$ cat src/rtl/cmd_pkg.sv
// Shared command-frame definitions: field widths, payload byte offsets,
// the unpacked command record (also used by wcm) and the packer FSM states.
package cmd_pkg;

    localparam int PAYLOAD_BYTES = 43;
    localparam int SHADOW_W      = 8 * PAYLOAD_BYTES;
    localparam int SUM_W         = 8;
    localparam int BYTE_CNT_W    = 6;
    localparam int FRAME_CNT_W   = 16;

    // Field widths as presented on the command outputs
    localparam int FREQ_W       = 48;
    localparam int FREQ_STEP_W  = 48;
    localparam int FREQ_RATE_W  = 32;
    localparam int TIME_START_W = 64;
    localparam int N_IMPULSE_W  = 16;
    localparam int TYPE_W       = 2;
    localparam int INTERVAL_W   = 32;
    localparam int TBLANK_W     = 32;

    // Byte offsets of each field inside the 43-byte payload (MSB byte first)
    localparam int FREQ_OFS       = 0;
    localparam int FREQ_STEP_OFS  = 6;
    localparam int FREQ_RATE_OFS  = 12;
    localparam int TIME_START_OFS = 16;
    localparam int N_IMPULSE_OFS  = 24;
    localparam int TYPE_OFS       = 26;
    localparam int TI_OFS         = 27;
    localparam int TP_OFS         = 31;
    localparam int TBLANK1_OFS    = 35;
    localparam int TBLANK2_OFS    = 39;

    // Shadow bit index of the MSB of each field's first byte
    localparam int FREQ_MSB       = SHADOW_W - 1 - 8 * FREQ_OFS;
    localparam int FREQ_STEP_MSB  = SHADOW_W - 1 - 8 * FREQ_STEP_OFS;
    localparam int FREQ_RATE_MSB  = SHADOW_W - 1 - 8 * FREQ_RATE_OFS;
    localparam int TIME_START_MSB = SHADOW_W - 1 - 8 * TIME_START_OFS;
    localparam int N_IMPULSE_MSB  = SHADOW_W - 1 - 8 * N_IMPULSE_OFS;
    localparam int TYPE_MSB       = SHADOW_W - 1 - 8 * TYPE_OFS;
    localparam int TI_MSB         = SHADOW_W - 1 - 8 * TI_OFS;
    localparam int TP_MSB         = SHADOW_W - 1 - 8 * TP_OFS;
    localparam int TBLANK1_MSB    = SHADOW_W - 1 - 8 * TBLANK1_OFS;
    localparam int TBLANK2_MSB    = SHADOW_W - 1 - 8 * TBLANK2_OFS;

    typedef struct packed {
        logic [FREQ_W-1:0]       freq;
        logic [FREQ_STEP_W-1:0]  freq_step;
        logic [FREQ_RATE_W-1:0]  freq_rate;
        logic [TIME_START_W-1:0] time_start;
        logic [N_IMPULSE_W-1:0]  n_impulse;
        logic [TYPE_W-1:0]       type_impulse;
        logic [INTERVAL_W-1:0]   interval_ti;
        logic [INTERVAL_W-1:0]   interval_tp;
        logic [TBLANK_W-1:0]     tblank1;
        logic [TBLANK_W-1:0]     tblank2;
    } cmd_t;

    typedef enum logic [2:0] {
        ST_IDLE    = 3'd0,
        ST_HDR     = 3'd1,
        ST_PAYLOAD = 3'd2,
        ST_CKSUM   = 3'd3,
        ST_COMMIT  = 3'd4
    } state_t;

endpackage

$ cat src/rtl/frame_timeout.sv
// Inter-byte idle counter. Clear restarts the count; while enabled and not
// cleared it counts idle cycles and flags the LIMIT-th one as expired.
module frame_timeout #(
    parameter int LIMIT = 4800
) (
    input  logic clk_48,
    input  logic rst,
    input  logic clr,
    input  logic en,
    output logic expired
);

    localparam int CNT_W = $clog2(LIMIT + 1);
    localparam logic [CNT_W-1:0] LAST = CNT_W'(LIMIT - 1);

    logic [CNT_W-1:0] cnt_q;

    // Count idle cycles, holding at the terminal value so it never wraps
    always_ff @(posedge clk_48) begin
        if (rst || clr) begin
            cnt_q <= '0;
        end else if (en && (cnt_q != LAST)) begin
            cnt_q <= cnt_q + 1'b1;
        end
    end

    // The idle cycle that starts with the count at LAST is the LIMIT-th one
    assign expired = en && !clr && (cnt_q == LAST);

endmodule

$ cat src/rtl/cmd_frame_packer.sv
// Validates a fixed-length command frame (header, 43 payload bytes,
// checksum) from the SPI byte stream and commits it to the wcm fields.
//
// Byte interface: DIN is consumed in every cycle DIN_VALID is high (at most
// one byte per cycle); there is no ready, the packer never back-pressures.
module cmd_frame_packer
    import cmd_pkg::*;
#(
    parameter int         TIMEOUT_CYC = 4800,
    parameter logic [7:0] HDR_BYTE    = 8'hA5
) (
    input  logic                    CLK,
    input  logic                    RESET,
    input  logic                    FRAME_START,
    input  logic [7:0]              DIN,
    input  logic                    DIN_VALID,
    output logic [FREQ_W-1:0]       FREQ,
    output logic [FREQ_STEP_W-1:0]  FREQ_STEP,
    output logic [FREQ_RATE_W-1:0]  FREQ_RATE,
    output logic [TIME_START_W-1:0] TIME_START,
    output logic [N_IMPULSE_W-1:0]  N_impulse,
    output logic [TYPE_W-1:0]       TYPE_impulse,
    output logic [INTERVAL_W-1:0]   Interval_Ti,
    output logic [INTERVAL_W-1:0]   Interval_Tp,
    output logic [TBLANK_W-1:0]     Tblank1,
    output logic [TBLANK_W-1:0]     Tblank2,
    output logic                    WR,
    output logic                    ERR_SUM,
    output logic                    ERR_TMO,
    output logic                    BUSY,
    output logic [FRAME_CNT_W-1:0]  FRAME_CNT,
    output state_t                  STATE_DBG
);

    localparam logic [BYTE_CNT_W-1:0] LAST_IDX = BYTE_CNT_W'(PAYLOAD_BYTES - 1);

    state_t                 state_q, state_d;
    logic [SHADOW_W-1:0]    shadow_q;
    logic [SUM_W-1:0]       sum_q;
    logic [BYTE_CNT_W-1:0]  byte_cnt_q;
    cmd_t                   cmd_q, shadow_cmd;
    logic                   wr_q, err_sum_q, err_tmo_q, busy_q;
    logic [FRAME_CNT_W-1:0] frame_cnt_q;

    logic tmo_en, tmo_clr, tmo_expired;
    logic start_payload, shift_en, commit_go;
    logic err_sum_d, err_tmo_d, busy_d;
    logic unused_type_rsvd;

    // Timeout only guards the body of a frame; any byte or restart clears it
    assign tmo_en  = (state_q == ST_PAYLOAD) || (state_q == ST_CKSUM);
    assign tmo_clr = DIN_VALID || FRAME_START || !tmo_en;

    frame_timeout #(.LIMIT(TIMEOUT_CYC)) u_timeout (
        .clk_48  (CLK),
        .rst     (RESET),
        .clr     (tmo_clr),
        .en      (tmo_en),
        .expired (tmo_expired)
    );

    // Field view of the shadow register; upper six bits of the TYPE byte are dropped
    always_comb begin
        shadow_cmd              = '0;
        shadow_cmd.freq         = shadow_q[FREQ_MSB -: FREQ_W];
        shadow_cmd.freq_step    = shadow_q[FREQ_STEP_MSB -: FREQ_STEP_W];
        shadow_cmd.freq_rate    = shadow_q[FREQ_RATE_MSB -: FREQ_RATE_W];
        shadow_cmd.time_start   = shadow_q[TIME_START_MSB -: TIME_START_W];
        shadow_cmd.n_impulse    = shadow_q[N_IMPULSE_MSB -: N_IMPULSE_W];
        shadow_cmd.type_impulse = shadow_q[TYPE_MSB - 6 -: TYPE_W];
        shadow_cmd.interval_ti  = shadow_q[TI_MSB -: INTERVAL_W];
        shadow_cmd.interval_tp  = shadow_q[TP_MSB -: INTERVAL_W];
        shadow_cmd.tblank1      = shadow_q[TBLANK1_MSB -: TBLANK_W];
        shadow_cmd.tblank2      = shadow_q[TBLANK2_MSB -: TBLANK_W];
    end

    assign unused_type_rsvd = ^shadow_q[TYPE_MSB -: 6];

    // FSM state register
    always_ff @(posedge CLK) begin
        if (RESET) begin
            state_q <= ST_IDLE;
        end else begin
            state_q <= state_d;
        end
    end

    // FSM next state; FRAME_START always wins and restarts at the header
    always_comb begin
        state_d = state_q;
        case (state_q)
            ST_IDLE: begin
                if (FRAME_START) state_d = ST_HDR;
            end
            ST_HDR: begin
                if (FRAME_START)    state_d = ST_HDR;
                else if (DIN_VALID) state_d = (DIN == HDR_BYTE) ? ST_PAYLOAD : ST_IDLE;
            end
            ST_PAYLOAD: begin
                if (FRAME_START)                             state_d = ST_HDR;
                else if (tmo_expired)                        state_d = ST_IDLE;
                else if (DIN_VALID && byte_cnt_q == LAST_IDX) state_d = ST_CKSUM;
            end
            ST_CKSUM: begin
                if (FRAME_START)      state_d = ST_HDR;
                else if (tmo_expired) state_d = ST_IDLE;
                else if (DIN_VALID)   state_d = (DIN == sum_q) ? ST_COMMIT : ST_IDLE;
            end
            ST_COMMIT: begin
                state_d = FRAME_START ? ST_HDR : ST_IDLE;
            end
            default: state_d = ST_IDLE;
        endcase
    end

    // FSM outputs: datapath enables and next values of the registered strobes
    always_comb begin
        start_payload = (state_q == ST_HDR) && !FRAME_START && DIN_VALID && (DIN == HDR_BYTE);
        shift_en      = (state_q == ST_PAYLOAD) && !FRAME_START && DIN_VALID;
        commit_go     = (state_q == ST_CKSUM) && !FRAME_START && DIN_VALID && (DIN == sum_q);
        err_sum_d     = (state_q == ST_CKSUM) && !FRAME_START && DIN_VALID && (DIN != sum_q);
        err_tmo_d     = tmo_expired ||
                        (FRAME_START && ((state_q == ST_HDR) || (state_q == ST_PAYLOAD) ||
                                         (state_q == ST_CKSUM)));
        busy_d        = (state_d == ST_PAYLOAD) || (state_d == ST_CKSUM) ||
                        (state_d == ST_COMMIT);
    end

    // Shadow capture, checksum accumulation, commit of fields and strobes
    always_ff @(posedge CLK) begin
        if (RESET) begin
            shadow_q    <= '0;
            sum_q       <= '0;
            byte_cnt_q  <= '0;
            cmd_q       <= '0;
            frame_cnt_q <= '0;
            wr_q        <= 1'b0;
            err_sum_q   <= 1'b0;
            err_tmo_q   <= 1'b0;
            busy_q      <= 1'b0;
        end else begin
            wr_q      <= commit_go;
            err_sum_q <= err_sum_d;
            err_tmo_q <= err_tmo_d;
            busy_q    <= busy_d;
            if (start_payload) begin
                sum_q      <= '0;
                byte_cnt_q <= '0;
            end
            if (shift_en) begin
                shadow_q   <= {shadow_q[SHADOW_W-9:0], DIN};
                sum_q      <= sum_q + DIN;
                byte_cnt_q <= byte_cnt_q + 1'b1;
            end
            if (commit_go) begin
                cmd_q       <= shadow_cmd;
                frame_cnt_q <= frame_cnt_q + 1'b1;
            end
        end
    end

    assign FREQ         = cmd_q.freq;
    assign FREQ_STEP    = cmd_q.freq_step;
    assign FREQ_RATE    = cmd_q.freq_rate;
    assign TIME_START   = cmd_q.time_start;
    assign N_impulse    = cmd_q.n_impulse;
    assign TYPE_impulse = cmd_q.type_impulse;
    assign Interval_Ti  = cmd_q.interval_ti;
    assign Interval_Tp  = cmd_q.interval_tp;
    assign Tblank1      = cmd_q.tblank1;
    assign Tblank2      = cmd_q.tblank2;
    assign WR           = wr_q;
    assign ERR_SUM      = err_sum_q;
    assign ERR_TMO      = err_tmo_q;
    assign BUSY         = busy_q;
    assign FRAME_CNT    = frame_cnt_q;
    assign STATE_DBG    = state_q;

endmodule

$ cat config.mk
export PLATFORM = sky130hd
export DESIGN_NAME = cmd_frame_packer
export DESIGN_NICKNAME = d
export VERILOG_FILES = /design/src/rtl/cmd_pkg.sv /design/src/rtl/frame_timeout.sv /design/src/rtl/cmd_frame_packer.sv
export SDC_FILE = /design/constraint.sdc
export NUM_CORES = 1
export LEC_CHECK = 0
export ABC_AREA = 1
export BUFFER_PORTS_ARGS = -buffer_cell sky130_fd_sc_hd__buf_2
export CORE_MARGIN = 2
export CORE_UTILIZATION = 51
export DETAILED_ROUTE_END_ITERATION = 6
export PLACE_DENSITY = 0.87
export SETUP_SLACK_MARGIN = 0.15
export SYNTH_ARGS = -nofsm -noshare
export SYNTH_HDL_FRONTEND = slang
export SYNTH_SLANG_ARGS = --single-unit
export TNS_END_PERCENT = 100
$ cat constraint.sdc
create_clock -name CLK -period 1.7 [get_ports CLK]
set_input_delay 0.17 -clock CLK [delete_from_list [all_inputs] [get_ports CLK]]
set_output_delay 0.17 -clock CLK [all_outputs]
set_load 0.03 [all_outputs]
# Word level (Yosys, flattened, before mapping)
# Index checks and enable logic that the tools add are counted.
# W data, S select, Z words.
dict set report totals {
  register_bits 732
  input_bits 12
  out_inout_bits 361
  word_cells 82
}
dict set report op_classes {
  add_sub_neg 4
  n_eq_ne 13
  muxes 17
  reduce_logical 28
}
# operator n
set op_table {}
lappend op_table {{$mux W3} 10}
lappend op_table {{$add A16 B1 Y16 const B} 1}
lappend op_table {{$mux W8} 2}
lappend op_table {{$pmux W3 S5} 1}
lappend op_table {{$logic_and A1 B1 Y1} 14}
lappend op_table {{$add A13 B1 Y13 const B} 1}
lappend op_table {{$eq A13 B13 Y1 const B} 1}
lappend op_table {{$ne A13 B13 Y1 const B} 1}
lappend op_table {{$eq A3 B2 Y1 const B} 4}
lappend op_table {{$mux W6} 2}
lappend op_table {{$logic_or A1 B1 Y1} 9}
lappend op_table {{$add A8 B8 Y8} 1}
lappend op_table {{$eq A8 B8 Y1} 1}
lappend op_table {{$eq A8 B8 Y1 const B} 1}
lappend op_table {{$ne A8 B8 Y1} 1}
lappend op_table {{$add A6 B1 Y6 const B} 1}
lappend op_table {{$eq A3 B3 Y1 const B} 2}
lappend op_table {{$eq A6 B6 Y1 const B} 1}
lappend op_table {{$eq A3 B1 Y1 const B} 1}
lappend op_table {{$logic_not A1 Y1} 3}
lappend op_table {{$logic_not A3 Y1} 1}
lappend op_table {{$mux W2} 1}
lappend op_table {{$reduce_bool A2 Y1} 1}
lappend op_table {{$mux W1} 1}

# Depth between registers and ports, before layout
# Gate-level depths: netlist of the first run.
dict set report logic_depth {
  ltp_word 13
  mapped_depth 11
  mapped_depth_nobuf 10
}

# Hierarchy
# From an unflattened synthesis of the first run, not the netlist that was laid out.
dict set report hier_totals {
  cells_unflattened 3414
  area_unflattened_um2 26611.8
}
# mod instances cells_each area_per_inst_um2 seq_area_each_um2
set modules_own_cells {}
lappend modules_own_cells {cmd_frame_packer 1 3299 25863.6 14393.8}
lappend modules_own_cells {frame_timeout 1 115 748.2 260.2}

# Worst setup path after synthesis of the first run
# OpenSTA, ideal clock, no wires.
dict set report synth_timing {
  path_kind {reg2reg}
  start {register state_q[1], in the netlist STATE_DBG[1]}
  end {register cmd_q (netlist bit FREQ_RATE[0])}
  setup_ps 132
  t_arrival_ps 1610
  required_time_ps 1568
  slack_ps -42
  path_stages_with_launch 11
  n_path_buf 3
  synth_period_minus_slack_ps 1742
  cell_sequence {dfxtp_1 > nand2_2 > nor2_2 > nand3_2 > inv_2 > nand3_1 > buf_4 > buf_6 > buf_6 > nand2_1 > a21oi_1}
}
dict set report synth_via {
  elab_chain_cells 4
}
# item line
set synth_lines {}
lappend synth_lines {{from (decl)} cmd_frame_packer.sv:37} ;# state_t state_q, state_d;
lappend synth_lines {{from (signal assigned)} cmd_frame_packer.sv:84} ;# state_q <= state_d;
lappend synth_lines {{$eq A3 B2 Y1} cmd_frame_packer.sv:120} ;# commit_go = (state_q == ST_CKSUM) && !FRAME_START && DIN_VALID && (DIN == sum_q);
lappend synth_lines {{$logic_and A1 B1 Y1 (3 in series)} cmd_frame_packer.sv:120}
lappend synth_lines {{to (signal assigned)} cmd_frame_packer.sv:156} ;# cmd_q <= shadow_cmd;
lappend synth_lines {{to (decl)} cmd_frame_packer.sv:41} ;# cmd_t cmd_q, shadow_cmd;
# No other way between the ends.
# A chain may end at the register's enable or synchronous reset.

# Worst setup path after layout of the first run
dict set report layout_timing {
  start {register sum_q[3]}
  end {register cmd_q (netlist bit FREQ_STEP[17])}
}
dict set report layout_via {
  elab_chain_cells 2
}
# item line
set layout_lines {}
lappend layout_lines {{from (decl)} cmd_frame_packer.sv:39} ;# logic [SUM_W-1:0] sum_q;
lappend layout_lines {{from (signal assigned)} cmd_frame_packer.sv:152} ;# sum_q <= sum_q + DIN;
lappend layout_lines {{$eq A8 B8 Y1} cmd_frame_packer.sv:120}
lappend layout_lines {{$logic_and A1 B1 Y1} cmd_frame_packer.sv:120}
# No other way between the ends.

==> impl_metrics.ini, run 1 <==
[outcome]
status = finished, violations left
violations = setup timing

[min_path]
holdCritStartpoint = FRAME_START
min_to = STATE_DBG[1]
hold_path_depth = 6
min_path_type = primary input to flip-flop

[floorplanning]
dieArea_sq_um = 53430
ioPinCount = 373
die_width_um = 231.2
start_util_pct = 51.40
rows = 83
core_area_sq_um = 51200
die_y_um = 231.2

[critical_path]
crit_start = sum_q[3]
cpPeakStageDelay_ns = 0.33
crit_buf_inv = 4
path_delay_family = simple AND/OR/NAND/NOR gates
crit_arrival_ns = 2.63
reg2reg_to = FREQ_STEP[17]
slowest_stage = dfxtp_2
crit_path_end_kind = flip-flop
startpoint_type = flip-flop
worst-path-max-fanout = 10
cp.required_ns = 2.19
reg2reg_from = sum_q[3]
r2r_slack_ns = -0.44
rr_worst_depth = 12
path_class = flip-flop to flip-flop
crit_chain = ha_4, nor2_4, nand3_2, nor2b_4, nand2_2, nor2_4, buf_6, buf_6, clkbuf_16, buf_8, nand2_1, a21oi_1

[sta]
fin_skew_ns = 0.02103
tightestPinTransition_ns = 0.4911
fin_ws_ns = -0.4411
period_share_pct = 125.9
relSlewSlack_pct = 67.26
min_period_ns = 2.141
drv_slew = 0
fin_tns_setup_ns = -82.39
rsz0062_at_grt = yes
whs_ns = 0.05979
final-hold-violation-count = 0
timing.fmax_ghz = 0.4670
setup_viol = 405

[final_layout]
final_cell_area_sq_um = 34200
fillCellCount = 3634
final_common_cell = nand2_1
drive_gt1_share_pct = 23.93
area_growth_syn_to_layout_pct = 29.96
fin_util_pct = 66.80
final_cells = 4545
finalNetCount = 3832
final_cell_mix = 1418 x nand2_1, 722 x dfxtp_1, 589 x a21oi_1

[logic_synthesis]
yosysSeqAreaShare_pct = 55.69
avgSynthCellArea_sq_um = 7.713
synthesis.nets = 3436
ys_warn_count = 0
synth-edff-count = 0
yosys.area.top_type = dfxtp_1
yosys_most_used_dff = dfxtp_1
synthCells = 3412
syn-cell-area_sq_um = 26320
yosysUniqueCellTypes = 26
synthArstFlopShare_pct = 0
yosys.area.top_type_share_pct = 55.69
ys_ff_latch = 732
synthTopCellsByArea = dfxtp_1 56%, nand2_1 21%, a21oi_1 14%

[global_route]
track_usage_pct = 27.39
grt_start_max_net_pins = 97
grt_use_met1_pct = 34.49
grt_pass1_wl_mm = 119.3
met2_usage_pct = 45.32
antenna_found_initial = 4
top_usage_layer = met2
grt-ovfl-total = 0
first_global_vias = 23379
use_met3_pct = 4.540

[clock_network]
cts_tree = yes
clock_latency_ns = 0.61
cts_made_buffers = 73
cts_buffer_depth = 3
clk_pin_slew_ns = 0.06
htreeDepth = 3
cts_sinks = 732
cts-root-buf = clkbuf_16

[pwr]
p_leak_nw = 13.36
ir_worst_vdd_mv = 0.8001
p_total_mw = 34.54
powerDensity_nw_per_um2 = 1010

[drt]
wire_per_inst_um = 17.92
ant_nets = 0
drt_iter0_drc = 2775
via_count = 25504
viasPerCell = 5.611
first_pass_iters = 6
drt_wl_total_mm = 81.45
drc = 0

[placement]
placed_cells = 4354
dpl_cell_area_sq_um = 29390
place_hpwl_mm = 46.08
routabilityCongestion = 0.8427
post-place-ws_ns = -0.3470
io_buffers = 372

[job]
drv_cap = 0
## where the power goes
part,internal (mW),switching (mW)
sequential,17.1,0.00332
combinational,0.144,0.391
clock,10.1,6.80
## worst min-delay path, delay by kind of cell
kind	cells	cell delay [ns]
simple gates	4	0.28
buf+inv	2	0.18
## registers in the layout (all words and copies together) (netlist names), 2 cells and up
register,flops
FREQ,48
FRAME_CNT,16
FREQ_RATE,32
N_impulse,16
TIME_START,64
Tblank1,32
shadow_q,344
FREQ_STEP,48
Tblank2,32
byte_cnt_q,6
STATE_DBG,3
Interval_Tp,32
u_timeout.cnt_q,13
sum_q,8
TYPE_impulse,2
Interval_Ti,32
## metal layers
layer	vias to the layer above	part of all wire, %	routed length, um
li1	11758	-	-
met1	12031	39	31710
met2	1390	48	39470
met3	323	7.9	6395
met4	2	4.7	3867
met5	-	0.0086	7
## how the worst max path moves through the flow
stage	cells past startpoint	end	slack, ns
after global routing	11	FREQ_STEP[17]	-0.55
final	12	FREQ_STEP[17]	-0.44
after floorplan	9	FRAME_CNT[5]	0.05
after CTS	11	FREQ_STEP[22]	-0.25
after detailed placement	10	FREQ_RATE[11]	-0.35
after global placement	11	FREQ_RATE[9]	-0.26
## cell usage after synthesis, types with 11 or more instances
cell type  count
dfxtp_1      732
buf_6         16
ha_1          11
clkbuf_1     124
nand2_1     1505
buf_2         63
nor2_1        39
buf_4         37
a21oi_1      730
inv_1         45
nand3_1       49
## cells by family (layout without fill, tap and decap cells)
group	after synthesis	after routing	share of synthesized area, %
other cells	0	3	0
buf+inv	290	740	5.420
flops	732	732	55.69
xor+xnor	19	19	0.6324
simple gates	1619	1619	23.59
compound gates	740	740	14.07
fa+ha+maj	12	12	0.5991
## repair_timing
item                                   4_1_cts  5_1_grt
setup endpoints to repair                  710      726
pin swaps                                   17       46
gates resized for setup                    129      224
hold buffers                                11        0
buffers inserted                            17        4
endpoints found under the hold margin       20        0
gates cloned                                15       12
## final cells by class
class	count	area (sq um)	share of cell area [%]
antenna	3	7.507	0.02195
clock buffer	110	2170	6.344
clock inverter	19	322.8	0.9439
inverter	50	195.2	0.5707
multi-input combinational	2390	11400	33.35
sequential	732	14670	42.89
tap	680	850.8	2.488
timing repair buffer	561	4582	13.40
No activity file was read; power rests on OpenSTA's default activity.
==> inputs of run 2 (changes only) <==
==> constraint.sdc (replaced) <==
create_clock -name CLK -period 1.7 [get_ports CLK]
set_input_delay 0.085 -clock CLK [delete_from_list [all_inputs] [get_ports CLK]]
set_output_delay 0.085 -clock CLK [all_outputs]
set_load 0.03 [all_outputs]
==> impl_metrics.ini, run 2 (synthesis gave the netlist of run 1 again) <==
[global_route]
top_usage_layer = met2
grt_use_met1_pct = 34.18
grt_pass1_wl_mm = 117.6
grt-ovfl-total = 0
track_usage_pct = 26.91
grt_start_max_net_pins = 98
antenna_found_initial = 2
met2_usage_pct = 44.55
use_met3_pct = 4.429
first_global_vias = 22750

[final_layout]
top_register = shadow_q
final_common_cell = nand2_1
final-seq-area_sq_um = 14670
final_cells = 4537
final_cell_area_sq_um = 33830
final_cell_mix = 1420 x nand2_1, 722 x dfxtp_1, 606 x a21oi_1
fillCellCount = 3569
finalNetCount = 3821
multi_input_comb_area_sq_um = 11250
largest_register_ffs = 344
fin_util_pct = 66.07
area_growth_syn_to_layout_pct = 28.55
drive_gt1_share_pct = 23.50

[sta]
tightestPinTransition_ns = 0.5753
fin_skew_ns = 0.01835
relSlewSlack_pct = 61.65
timing.fmax_ghz = 0.4891
setup_viol = 365
min_period_ns = 2.045
drv_slew = 0
final-hold-violation-count = 0
rsz0062_at_grt = yes
whs_ns = 0.04088
period_share_pct = 120.3
fin_ws_ns = -0.3448

[drt]
wire_per_inst_um = 17.74
first_pass_iters = 6
drt_iter0_drc = 2807
drc = 0
ant_nets = 0
via_count = 25405
drt_wl_total_mm = 80.47
viasPerCell = 5.600

[critical_path]
worst-path-max-fanout = 8
startpoint_type = flip-flop
cpPeakStageDelay_ns = 0.33
cp.required_ns = 2.22
crit_arrival_ns = 2.57
rr_worst_depth = 12
crit_chain = ha_4, nor2_4, nand3_2, nor2b_2, nand2_2, nor2_4, buf_12, buf_16, buf_12, buf_16, nand2_2, a21oi_2
slowest_stage = dfxtp_2
crit_path_end_kind = flip-flop
path_class = flip-flop to flip-flop

[pwr]
ir_worst_vdd_mv = 0.7491
powerDensity_nw_per_um2 = 1027
p_leak_nw = 13.02

[placement]
place_hpwl_mm = 46.63
dpl_cell_area_sq_um = 29390
io_buffers = 372
routabilityCongestion = 0.8625
placed_cells = 4350
post-place-ws_ns = -0.3036

[job]
drv_cap = 0

[outcome]
violations = setup timing
status = finished, violations left

[clock_network]
cts_sinks = 732
cts_made_buffers = 74
clk_pin_slew_ns = 0.07
cts_buffer_depth = 3
htreeDepth = 3
clock_latency_ns = 0.62
cts-root-buf = clkbuf_16
cts_tree = yes

[floorplanning]
ioPinCount = 373
start_util_pct = 51.40
die_y_um = 231.2
core_area_sq_um = 51200
rows = 83
dieArea_sq_um = 53430
die_width_um = 231.2

[min_path]
min_path_type = primary input to flip-flop
hold_path_depth = 5
run 2: cell count changes in the layout (fill, tap and decap cells not counted), sizes merged:
cell,before,now
clkinv,6,20
clkbuf,121,110
inv,53,52
buf,538,527
dlygate4sd3,11,12
diode,3,1
bufbuf,1,2
clkinvlp,2,3
run 2: per-stage QoR:
stage,total power [mW],setup TNS [ns]
3_3_place_gp,17.99,-50.73
5_1_grt,35.58,-122.95
2_1_floorplan,17.82,0
6_report,34.74,-71.85
3_5_place_dp,17.99,-79.05
4_1_cts,34.73,-52.98
run 2: critical path: cells and delay by family (launching register included):
family,cells,cell delay (ns)
fa+ha+maj,1,0.22
buf+inv,4,0.54
compound gates,1,0.20
simple gates,6,0.63
flops,1,0.33
run 2: routing by layer:
layer / vias up / wire [um]
li1: 11720 / -
met1: 11985 / 31310
met2: 1354 / 38640
met3: 344 / 6584
met4: 2 / 3920
met5: - / 10
run 2: cell type report:
type                    count  area share (%)
inverters                  50          0.6029
well taps                 680           2.515
flip-flops and latches    732           43.36
multi-input cells        2390           33.27
diodes                      1        0.007397
clock buffers             102           6.325
clock inverters            33           1.246
repair buffers            549           12.68
run 2: what timing repair did:
item | CTS | global route
setup buffers | 19 | 5
hold buffers | 12 | 0
hold endpoints to repair | 55 | 0
resized for setup | 84 | 214
cloned | 7 | 8
pin swaps | 9 | 47
endpoints found under the setup margin | 715 | 729
run 2: worst paths after layout:
path         slack, ns            end          start
max              -0.34  FREQ_RATE[12]       sum_q[2]
max reg2reg      -0.34  FREQ_RATE[12]       sum_q[2]
min               0.04        ERR_SUM      DIN_VALID
min reg2reg       0.46  FREQ_STEP[35]  FREQ_STEP[35]
run 2: where the power goes:
group	leakage, nW	switching (mW)	internal, mW
clock network	1.26	6.98	10.1
logic	5.86	0.383	0.139
registers	5.90	0.00305	17.1
